`config.mk`:
```
export PLATFORM = sky130hd
export DESIGN_NAME = pulse_peak_detector_flat
export DESIGN_NICKNAME = d
export VERILOG_FILES = /design/src/rtl/pulse_peak_detector_pkg.sv /design/src/rtl/pulse_peak_detector_if.sv /design/src/rtl/pulse_peak_detector_fifo.sv /design/src/rtl/pulse_peak_detector.sv /design/src/flat_wrapper.sv
export SDC_FILE = /design/constraint.sdc
export NUM_CORES = 1
export LEC_CHECK = 0
export CAP_MARGIN = 20
export CORE_MARGIN = 4
export CORE_UTILIZATION = 30
export DETAILED_ROUTE_END_ITERATION = 16
export PLACE_DENSITY = 0.51
export SLEW_MARGIN = 20
export SYNTH_ARGS = -nofsm -noshare
export SYNTH_HDL_FRONTEND = slang
export SYNTH_SLANG_ARGS = --single-unit
```
`constraint.sdc`:
```
create_clock -name clk -period 5.1 [get_ports clk]
set_input_delay 1.02 -clock clk [delete_from_list [all_inputs] [get_ports clk]]
set_output_delay 1.02 -clock clk [all_outputs]
set_load 0.05 [all_outputs]
```
`src/rtl/pulse_peak_detector_pkg.sv`:
```
// Shared types for the pulse peak detector: FSM states, event record and tdata packing.
package pulse_det_pkg;

   localparam int ADC_W_DEF   = 14;
   localparam int TS_W_DEF    = 18;
   localparam int TDATA_W_DEF = ADC_W_DEF + TS_W_DEF;

   typedef enum logic [1:0] {IDLE, PULSE, OVERLONG} pdet_state_t;

   typedef struct packed {
      logic signed [ADC_W_DEF-1:0] peak;
      logic [TS_W_DEF-1:0]         ts;
   } pdet_evt_t;

   function automatic logic [TDATA_W_DEF-1:0] pdet_pack(input pdet_evt_t e);
      return {e.peak, e.ts};
   endfunction

endpackage

```
`src/rtl/pulse_peak_detector_if.sv`:
```
// AXI4-Stream event channel from the detector toward the DMA/histogram path.
interface pulse_peak_detector_if #(parameter int W = 32);
   logic [W-1:0] tdata;
   logic         tvalid;
   logic         tready;

   modport master (output tdata, output tvalid, input tready);
   modport slave  (input tdata, input tvalid, output tready);
endinterface

```
`src/rtl/pulse_peak_detector_fifo.sv`:
```
// Show-ahead event FIFO; exposes the head and the entry behind it so the
// output register can advance on the same edge that pops.
module pdet_event_fifo
   import pulse_det_pkg::*;
#(
   parameter int DEPTH = 16
) (
   input  logic      clk,
   input  logic      reset,
   input  logic      push,
   input  pdet_evt_t wdata,
   input  logic      pop,
   output logic      accept,
   output logic      empty,
   output logic      multi,
   output pdet_evt_t head,
   output pdet_evt_t head_nxt
);

   localparam int AW = $clog2(DEPTH);

   pdet_evt_t       mem [DEPTH];
   logic [AW-1:0]   wr_ptr, rd_ptr, rd_nxt;
   logic [AW:0]     cnt;
   logic            full, do_pop;

   assign full     = (cnt == (AW+1)'(DEPTH));
   assign empty    = (cnt == '0);
   assign multi    = (cnt > (AW+1)'(1));
   assign do_pop   = pop && !empty;
   // A full FIFO still takes a push when the head leaves on the same edge.
   assign accept   = push && (!full || do_pop);
   assign rd_nxt   = rd_ptr + 1'b1;
   assign head     = mem[rd_ptr];
   assign head_nxt = mem[rd_nxt];

   always_ff @(posedge clk)
      if (accept) mem[wr_ptr] <= wdata;

   always_ff @(posedge clk) begin
      if (!reset) begin
         wr_ptr <= '0;
         rd_ptr <= '0;
         cnt    <= '0;
      end else begin
         if (accept) wr_ptr <= wr_ptr + 1'b1;
         if (do_pop) rd_ptr <= rd_nxt;
         case ({accept, do_pop})
            2'b10:   cnt <= cnt + 1'b1;
            2'b01:   cnt <= cnt - 1'b1;
            default: cnt <= cnt;
         endcase
      end
   end

endmodule

```
`src/rtl/pulse_peak_detector.sv`:
```
// Hysteresis pulse detector: finds the peak and its timestamp of each pulse on the
// filtered ADC stream and streams the events out through a buffered AXIS master.
module pulse_peak_detector
   import pulse_det_pkg::*;
#(
   parameter int ADC_WIDTH        = ADC_W_DEF,
   parameter int AXIS_TDATA_WIDTH = TDATA_W_DEF,
   parameter int TS_WIDTH         = TS_W_DEF,
   parameter int MAX_LEN          = 256,
   parameter int FIFO_DEPTH       = 16
) (
   input  logic                        clk,
   input  logic                        reset,
   input  logic signed [ADC_WIDTH-1:0] adc_filt_a,
   input  logic                        cfg_en,
   input  logic signed [ADC_WIDTH-1:0] cfg_thr_hi,
   input  logic signed [ADC_WIDTH-1:0] cfg_thr_lo,
   pulse_peak_detector_if.master       m_axis,
   output logic [31:0]                 evt_count,
   output logic [15:0]                 drop_count
);

   localparam int LEN_W = $clog2(MAX_LEN + 1);
   localparam logic [LEN_W-1:0] LEN_MAX = LEN_W'(MAX_LEN);

   pdet_state_t                 state, state_n;
   logic signed [ADC_WIDTH-1:0] s, peak, peak_n;
   logic [TS_WIDTH-1:0]         ts, pk_ts, pk_ts_n;
   logic [LEN_W-1:0]            len, len_n;
   logic                        push, ovl;

   logic                        accept, empty, multi, pop;
   pdet_evt_t                   evt, head, head_nxt;
   logic [AXIS_TDATA_WIDTH-1:0] tdata_q;
   logic                        tvalid_q;

   always_ff @(posedge clk)
      s <= adc_filt_a;

   always_ff @(posedge clk) begin
      if (!reset) ts <= '0;
      else        ts <= ts + 1'b1;
   end

   always_ff @(posedge clk) begin
      if (!reset) begin
         state <= IDLE;
         peak  <= '0;
         pk_ts <= '0;
         len   <= '0;
      end else begin
         state <= state_n;
         peak  <= peak_n;
         pk_ts <= pk_ts_n;
         len   <= len_n;
      end
   end

   always_comb begin
      state_n = state;
      peak_n  = peak;
      pk_ts_n = pk_ts;
      len_n   = len;
      push    = 1'b0;
      ovl     = 1'b0;
      if (!cfg_en) begin
         state_n = IDLE;
      end else begin
         unique case (state)
            IDLE:
               if (s >= cfg_thr_hi) begin
                  state_n = PULSE;
                  peak_n  = s;
                  pk_ts_n = ts;
                  len_n   = LEN_W'(1);
               end
            PULSE:
               if (s < cfg_thr_lo) begin
                  state_n = IDLE;
                  push    = 1'b1;
               end else if (len == LEN_MAX) begin
                  state_n = OVERLONG;
                  ovl     = 1'b1;
               end else begin
                  len_n = len + 1'b1;
                  // Strict compare: a plateau keeps the earliest timestamp.
                  if (s > peak) begin
                     peak_n  = s;
                     pk_ts_n = ts;
                  end
               end
            OVERLONG:
               if (s < cfg_thr_lo) state_n = IDLE;
            default:
               state_n = IDLE;
         endcase
      end
   end

   assign evt.peak = peak;
   assign evt.ts   = pk_ts;

   pdet_event_fifo #(.DEPTH(FIFO_DEPTH)) u_fifo (
      .clk      (clk),
      .reset    (reset),
      .push     (push),
      .wdata    (evt),
      .pop      (pop),
      .accept   (accept),
      .empty    (empty),
      .multi    (multi),
      .head     (head),
      .head_nxt (head_nxt)
   );

   always_ff @(posedge clk) begin
      if (!reset) begin
         evt_count  <= '0;
         drop_count <= '0;
      end else begin
         if (accept) evt_count <= evt_count + 1'b1;
         if ((ovl || (push && !accept)) && drop_count != 16'hFFFF)
            drop_count <= drop_count + 1'b1;
      end
   end

   // The output register mirrors the FIFO head, which stays stored until accepted.
   assign pop = tvalid_q && m_axis.tready;

   always_ff @(posedge clk) begin
      if (!reset) begin
         tvalid_q <= 1'b0;
         tdata_q  <= '0;
      end else if (pop) begin
         tvalid_q <= multi;
         if (multi) tdata_q <= pdet_pack(head_nxt);
      end else if (!tvalid_q && !empty) begin
         tvalid_q <= 1'b1;
         tdata_q  <= pdet_pack(head);
      end
   end

   assign m_axis.tdata  = tdata_q;
   assign m_axis.tvalid = tvalid_q;

endmodule

```
`src/flat_wrapper.sv`:
```
// flat-port wrapper written by rule: the top's interface ports become plain ports
module pulse_peak_detector_flat import pulse_det_pkg::*;
#(
   parameter int ADC_WIDTH        = ADC_W_DEF,
   parameter int AXIS_TDATA_WIDTH = TDATA_W_DEF,
   parameter int TS_WIDTH         = TS_W_DEF,
   parameter int MAX_LEN          = 256,
   parameter int FIFO_DEPTH       = 16
)
  (clk, reset, adc_filt_a, cfg_en, cfg_thr_hi, cfg_thr_lo, evt_count, drop_count, m_axis_tdata, m_axis_tvalid, m_axis_tready);
  pulse_peak_detector_if #(.W(32)) m_axis_i ();
  input  logic clk;
  input  logic reset;
  input  logic signed [ADC_WIDTH-1:0] adc_filt_a;
  input  logic cfg_en;
  input  logic signed [ADC_WIDTH-1:0] cfg_thr_hi;
  input  logic signed [ADC_WIDTH-1:0] cfg_thr_lo;
  output logic [31:0] evt_count;
  output logic [15:0] drop_count;
  output wire logic [$bits(m_axis_i.tdata)-1:0] m_axis_tdata;
  output wire logic [$bits(m_axis_i.tvalid)-1:0] m_axis_tvalid;
  input wire logic [$bits(m_axis_i.tready)-1:0] m_axis_tready;
  assign m_axis_tdata = m_axis_i.tdata;
  assign m_axis_tvalid = m_axis_i.tvalid;
  assign m_axis_i.tready = m_axis_tready;
  pulse_peak_detector #(.ADC_WIDTH(ADC_WIDTH), .AXIS_TDATA_WIDTH(AXIS_TDATA_WIDTH), .TS_WIDTH(TS_WIDTH), .MAX_LEN(MAX_LEN), .FIFO_DEPTH(FIFO_DEPTH)) u_core (.clk(clk), .reset(reset), .adc_filt_a(adc_filt_a), .cfg_en(cfg_en), .cfg_thr_hi(cfg_thr_hi), .cfg_thr_lo(cfg_thr_lo), .m_axis(m_axis_i), .evt_count(evt_count), .drop_count(drop_count));
endmodule
```
==> After elaboration in Yosys (flattened, before gate mapping) <==
Memory sizes are Yosys's and may differ from the RTL's. A register that Yosys moved wholly into a read port is not among the register bits.
Index checks and enable logic that the tools add are counted.
{ "totals": {"mem_bits_rw": 512, "in_bits": 46, "word_cells": 98, "n_memories": 1, "register_bits": 169, "out_inout_bits": 81} }
{ "classes": {"n_addsub": 8, "n_mux": 36, "order_cmp": 4, "reduce_logical": 22, "eq_ne": 14} }
{ "mem_list": {"columns": ["memory", "depth", "word_bits", "rd", "rd_clocked_by_memory_dff", "wr", "line", "source"], "rows": [
  ["u_core.u_fifo.mem", 16, 32, 2, 1, 1, "pulse_peak_detector_fifo.sv:22", "pdet_evt_t mem [DEPTH];"]
]} }
{ "op_table": {"columns": ["op", "n"], "rows": [
  ["$mux W32", 3],
  ["$mux W18", 4],
  ["$mux W14", 4],
  ["$pmux W18 S2", 1],
  ["$add A32 B1 Y32 const B", 1],
  ["$pmux W14 S2", 1],
  ["$mux W9", 3],
  ["$add A18 B1 Y18 const B", 1],
  ["$pmux W9 S2", 1],
  ["$add A16 B1 Y16 const B", 1],
  ["$ne A16 B16 Y1 const B", 1],
  ["$ge A14 B14 Y1", 1],
  ["$gt A14 B14 Y1", 1],
  ["$lt A14 B14 Y1", 1],
  ["$mux W1", 11],
  ["$pmux W5 S2", 1],
  ["$add A9 B1 Y9 const B", 1],
  ["$eq A9 B9 Y1 const B", 1],
  ["$add A4 B1 Y4 const B", 2],
  ["$mux W2", 4],
  ["$mux W4", 2],
  ["$ne A2 B1 Y1 const B", 4],
  ["$logic_and A1 B1 Y1", 6],
  ["$pmux W2 S3", 1],
  ["17 further kinds", 27]
]} }

==> Logic depth before layout (Yosys ltp) <==
{ "depth": {"depth_word": 9, "mapped_depth": 11, "mapped_depth_nobuf": 9} }

==> Cells and area by module <==
From an unflattened synthesis, not the netlist that was laid out.
{ "unflattened": {"hier_cells": 2142, "hier_area_um2": 31913.1} }
{ "by_module_without_submodules": {"columns": ["module", "cells_each", "area_per_inst_um2", "seq_area_each_um2", "instances"], "rows": [
  ["pdet_event_fifo", 1267, 24227.0, 15715.1, 1],
  ["pulse_peak_detector", 875, 7686.1, 3123.0, 1]
]} }

==> Worst setup path after synthesis <==
OpenSTA, ideal clock, no wires.
{ "synth_timing": {"path_kind": "input to register", "from": "in cfg_thr_lo[9]", "to": "mem u_core.u_fifo.mem[0][0] in the netlist's numbering (enable)", "required_ps": 4639, "n_path_buf": 2, "stages": 11, "setup_ps": 461, "path_slack_ps": -318, "t_arrival_ps": 4956, "path_cell_list": "inv_1 -> ha_1 -> nand2_1 -> o21ai_0 -> a22o_1 -> a211oi_2 -> buf_2 -> and2_1 -> buf_2 -> nand2_1 -> nor3_1"} }
{ "synth_via": {"elab_chain_cells": 7} }
{ "synth_lines": {"columns": ["item", "line", "source"], "rows": [
  ["start, declared", "flat_wrapper.sv:17", "input logic signed [ADC_WIDTH-1:0] cfg_thr_lo;"],
  ["$lt A14 B14 Y1", "pulse_peak_detector.sv:78", "if (s < cfg_thr_lo) begin"],
  ["$mux W1", "pulse_peak_detector.sv:78", null],
  ["$mux W1", "pulse_peak_detector.sv:69", "unique case (state)"],
  ["$mux W1", "pulse_peak_detector.sv:66", "if (!cfg_en) begin"],
  ["$logic_and A1 B1 Y1", "pulse_peak_detector_fifo.sv:32", "assign accept = push && (!full || do_pop);"],
  ["$mux W1", "pulse_peak_detector_fifo.sv:38", "if (accept) mem[wr_ptr] <= wdata;"],
  ["$mux W1 (not written as such)", "pulse_peak_detector_fifo.sv:38", null],
  ["end, declared", "pulse_peak_detector_fifo.sv:22", null]
]} }
No other way between the ends.

==> Final worst setup path <==
{ "layout_timing": {"from": "in cfg_thr_lo[9]", "to": "mem u_core.u_fifo.mem[0][15] in the netlist's numbering (enable)"} }
The elaborated chain is that of the path after synthesis.

==> flow_metrics.py <==
metrics = {
    "yosys": {
        "async_flop_share": 0,
        "ys_seq_area_frac": 0.599,
        "avgSynthCellArea_um2": 16.3,
        "netlist_top_cells_area": "edfxtp_1 (49%), mux4_2 (23%), dfxtp_1 (11%)",
        "synth_edf_count": 512,
        "synth_top_area_cell": "edfxtp_1",
        "yosys_warnings": 0,
        "ys.flop_type": "edfxtp_1",
        "synth_area_um2": 31400,
        "synth-seq-cells": 685,
        "netlist.area_leader.share": 0.489,
        "synthCells": 1924,
        "syn-num-nets": 2024,
        "yosysUniqueCellTypes": 58,
    },
    "cells_and_area": {
        "nFillCells": 9699,
        "fin_area_um2": 37300,
        "multi_input_area_um2": 12100,
        "drive_above_1_share": 0.249,
        "fin_nets": 2169,
        "areaGrowthSynthToFinish_pct": 18.5,
        "seqCellArea_um2": 18900,
        "stdcell_count": 3514,
        "fin_util": 0.359,
    },
    "placement": {
        "gp_congestion": 0.770,
        "dpl-instance-area_um2": 34700,
        "dp_cells": 3366,
        "portBuffers": 126,
        "dp_hpwl_um": 52600,
        "dp_slack_ns": 0.483,
    },
    "sta": {
        "finalCriticalPeriod_ns": 3.98,
        "tightest_slew_ns": 0.978,
        "hold_viol": 0,
        "skew_ns": 0.0229,
        "setup_violations": 0,
        "slew_headroom": 0.348,
        "rsz0062_at_grt": "no",
        "fin_crit_sh": 0.780,
        "max_freq_mhz": 251,
        "drv_slew": 0,
        "layout_setup_ws_ns": 1.12,
    },
    "clock_network": {
        "clk-insertion-delay-late_ns": 0.64,
        "clk_pin_slew_ns": 0.06,
        "ctsHoldBuffers": 0,
        "cts_setup_buffers": 0,
        "clock-sinks": 685,
        "h-tree-depth": 3,
        "cts-root-buf": "clkbuf_16",
        "cts_tree": "built",
        "numCtsBuffers": 80,
        "clockBufferDepth": 3,
        "ctsResizeCount": 0,
    },
    "floorplanning": {
        "rows": 118,
        "core_area_um2": 104000,
        "dieArea_um2": 110000,
        "die_w_um": 332,
        "die_y_um": 332,
        "ios": 127,
        "start_util": 0.303,
    },
    "global_routing": {
        "grt_pass1_vias": 19300,
        "grt_pass1_wl_um": 127000,
        "grt_max_degree": 65,
        "antenna_found_initial": 1,
        "grt_util_all_layers": 0.153,
        "grt_overflow": 0,
    },
    "worst_setup_path": {
        "required_ns": 5.41,
        "cp.arrival_ns": 4.29,
        "critical_path_class": "in2reg",
        "r2r_slack_ns": 1.55,
        "worst_path_max_delay_cell": "nor3_4",
        "r2r_start": "u_core.s[9]",
        "end_kind": "flip-flop",
        "ff2ff_path_depth": 9,
        "reg2reg_to": "u_core.u_fifo.mem[0][15]",
        "cp_max_fo": 20,
        "crit_chain": "clkdlybuf4s50_1, inv_1, ha_1, a21oi_1, o21ai_0, a22o_1, a211oi_4, and2_1, nand2_1, nor3_4, buf_12",
        "slowest_delay_ns": 0.50,
        "cp-start-kind": "input port",
    },
    "worst_hold_path": {
        "min_delay_path_depth": 1,
        "hold_path_startpoint": "u_core.ts[0]",
        "min_delay_worst_endpoint": "u_core.ts[0]",
        "min_path_type": "reg2reg",
    },
    "routing": {
        "wl_per_cell_um": 24.3,
        "antenna_left": 0,
        "dr.pass1.iters": 5,
        "drtIter0Drc": 1309,
        "finalWirelength_um": 85500,
        "viasPerCell": 5.28,
        "vias": 18600,
        "drc": 0,
    },
    "run_status": {
        "status": "finished clean",
    },
    "run": {
        "drv_cap": 0,
    },
    "power": {
        "p_leak_nw": 12.0,
        "powerDensity_nw_per_um2": 327,
        "vdd_drop_max_mv": 0.224,
    },
}
state kept, by name, summed over array words and instances (netlist names), named ones only:
signal / flops
u_core.u_fifo.rd_ptr: 4
u_core.u_fifo.wr_ptr: 4
u_core.state: 2
u_core.peak: 14
u_core.u_fifo.mem: 512
u_core.drop_count: 16
u_core.evt_count: 32
u_core.m_axis.tvalid: 1
u_core.len: 9
u_core.u_fifo.cnt: 5
u_core.pk_ts: 18
u_core.ts: 18
u_core.m_axis.tdata: 32
u_core.s: 14
cells in the final DEF, fill, tap and decap left out, types with 45 or more instances in the layout:
cell type	instances
clkdlybuf4s50_1	125
mux2i_1	45
o21ai_0	101
nand2_1	90
a21oi_1	90
edfxtp_1	512
inv_1	62
mux4_2	320
ha_1	53
nand3_1	58
clkbuf_16	80
nor2_1	54
dfxtp_1	168
synthesized netlist by cell type (all sizes together), types with 7 or more instances:
library cell / n
mux2i: 45
o31ai: 8
nor2: 66
nand3: 58
o211ai: 7
o21ai: 112
nor3: 15
dfxtp: 173
clkbuf: 70
mux4: 320
nand2: 91
xnor2: 15
edfxtp: 512
and2: 12
xor2: 19
nand2b: 12
buf: 48
and3: 21
nand4: 26
or3: 33
a21oi: 92
inv: 63
ha: 54
metrics by stage:
stage | power [W] | hold slack, ns | setup TNS (ns)
2_1_floorplan | 0.00657 | 0.437 | -23.30
3_3_place_gp | 0.00682 | 0.461 | 0
3_5_place_dp | 0.00683 | 0.471 | 0
4_1_cts | 0.0124 | 0.487 | 0
5_1_grt | 0.0127 | 0.517 | 0
6_report | 0.0122 | 0.481 | 0
worst max-delay path: cells and delay by family:
kind	cells	cell delay [ns]
AOI/OAI and AO/OA	4	1.16
and+or+nand+nor	3	1.01
adders and majority gates	1	0.30
buffers and inverters	3	0.77
routing by layer:
layer | track usage | vias to the layer above | wire length, um
met5 | 0 | - | 0
met4 | 0.0331 | 0 | 1550
met3 | 0.0309 | 110 | 4590
met2 | 0.251 | 537 | 41300
met1 | 0.210 | 9822 | 38000
li1 | - | 8095 | -
cells by family (layout without fill, tap and decap cells):
kind of cell / after synthesis / after routing / share of synthesized area
multiplexers: 365 / 365 / 0.244
other: 0 / 1 / 0
adder cells (fa/ha/maj): 54 / 54 / 0.0215
AO/OA/AOI/OAI: 246 / 246 / 0.0452
AND/OR/NAND/NOR: 359 / 359 / 0.0580
buffers and inverters: 181 / 390 / 0.0232
flip-flops: 685 / 685 / 0.599
XOR/XNOR: 34 / 34 / 0.00947
how the worst max path moves through the flow:
stage | start | endpoint | slack, ns | cells after the start
6_report | cfg_thr_lo[9] | u_core.u_fifo.mem[0][15] | 1.12 | 11
5_1_grt | cfg_thr_lo[9] | u_core.u_fifo.mem[0][12] | 1.00 | 11
4_1_cts | cfg_thr_lo[7] | u_core.u_fifo.mem[0][12] | 1.16 | 11
3_5_place_dp | cfg_thr_lo[7] | u_core.u_fifo.mem[0][12] | 0.48 | 11
3_3_place_gp | cfg_thr_lo[9] | u_core.u_fifo.mem[3][14] | 0.54 | 10
2_1_floorplan | cfg_thr_lo[9] | u_core.u_fifo.mem[1][0] | -0.32 | 11
cell type report:
| class | instances | share of cell area |
|---|---|---|
| well taps | 1380 | 0.0463 |
| multi-input cells | 1058 | 0.324 |
| repair buffers | 181 | 0.0500 |
| flip-flops and latches | 685 | 0.506 |
| inverters | 63 | 0.00635 |
| diodes | 1 | 0.0000671 |
| clock inverters | 48 | 0.0114 |
| clock buffers | 98 | 0.0563 |
power by group:
part / total, W / leakage, nW / switching (W) / internal (W)
clock network: 0.00548 / 1.24 / 0.00232 / 0.00316
registers: 0.00613 / 6.32 / 0.0000996 / 0.00603
logic: 0.000580 / 4.48 / 0.000371 / 0.000209
total: 0.0122 / 12.0 / 0.00280 / 0.00940
Note: power is estimated with default switching activity, not from simulation.
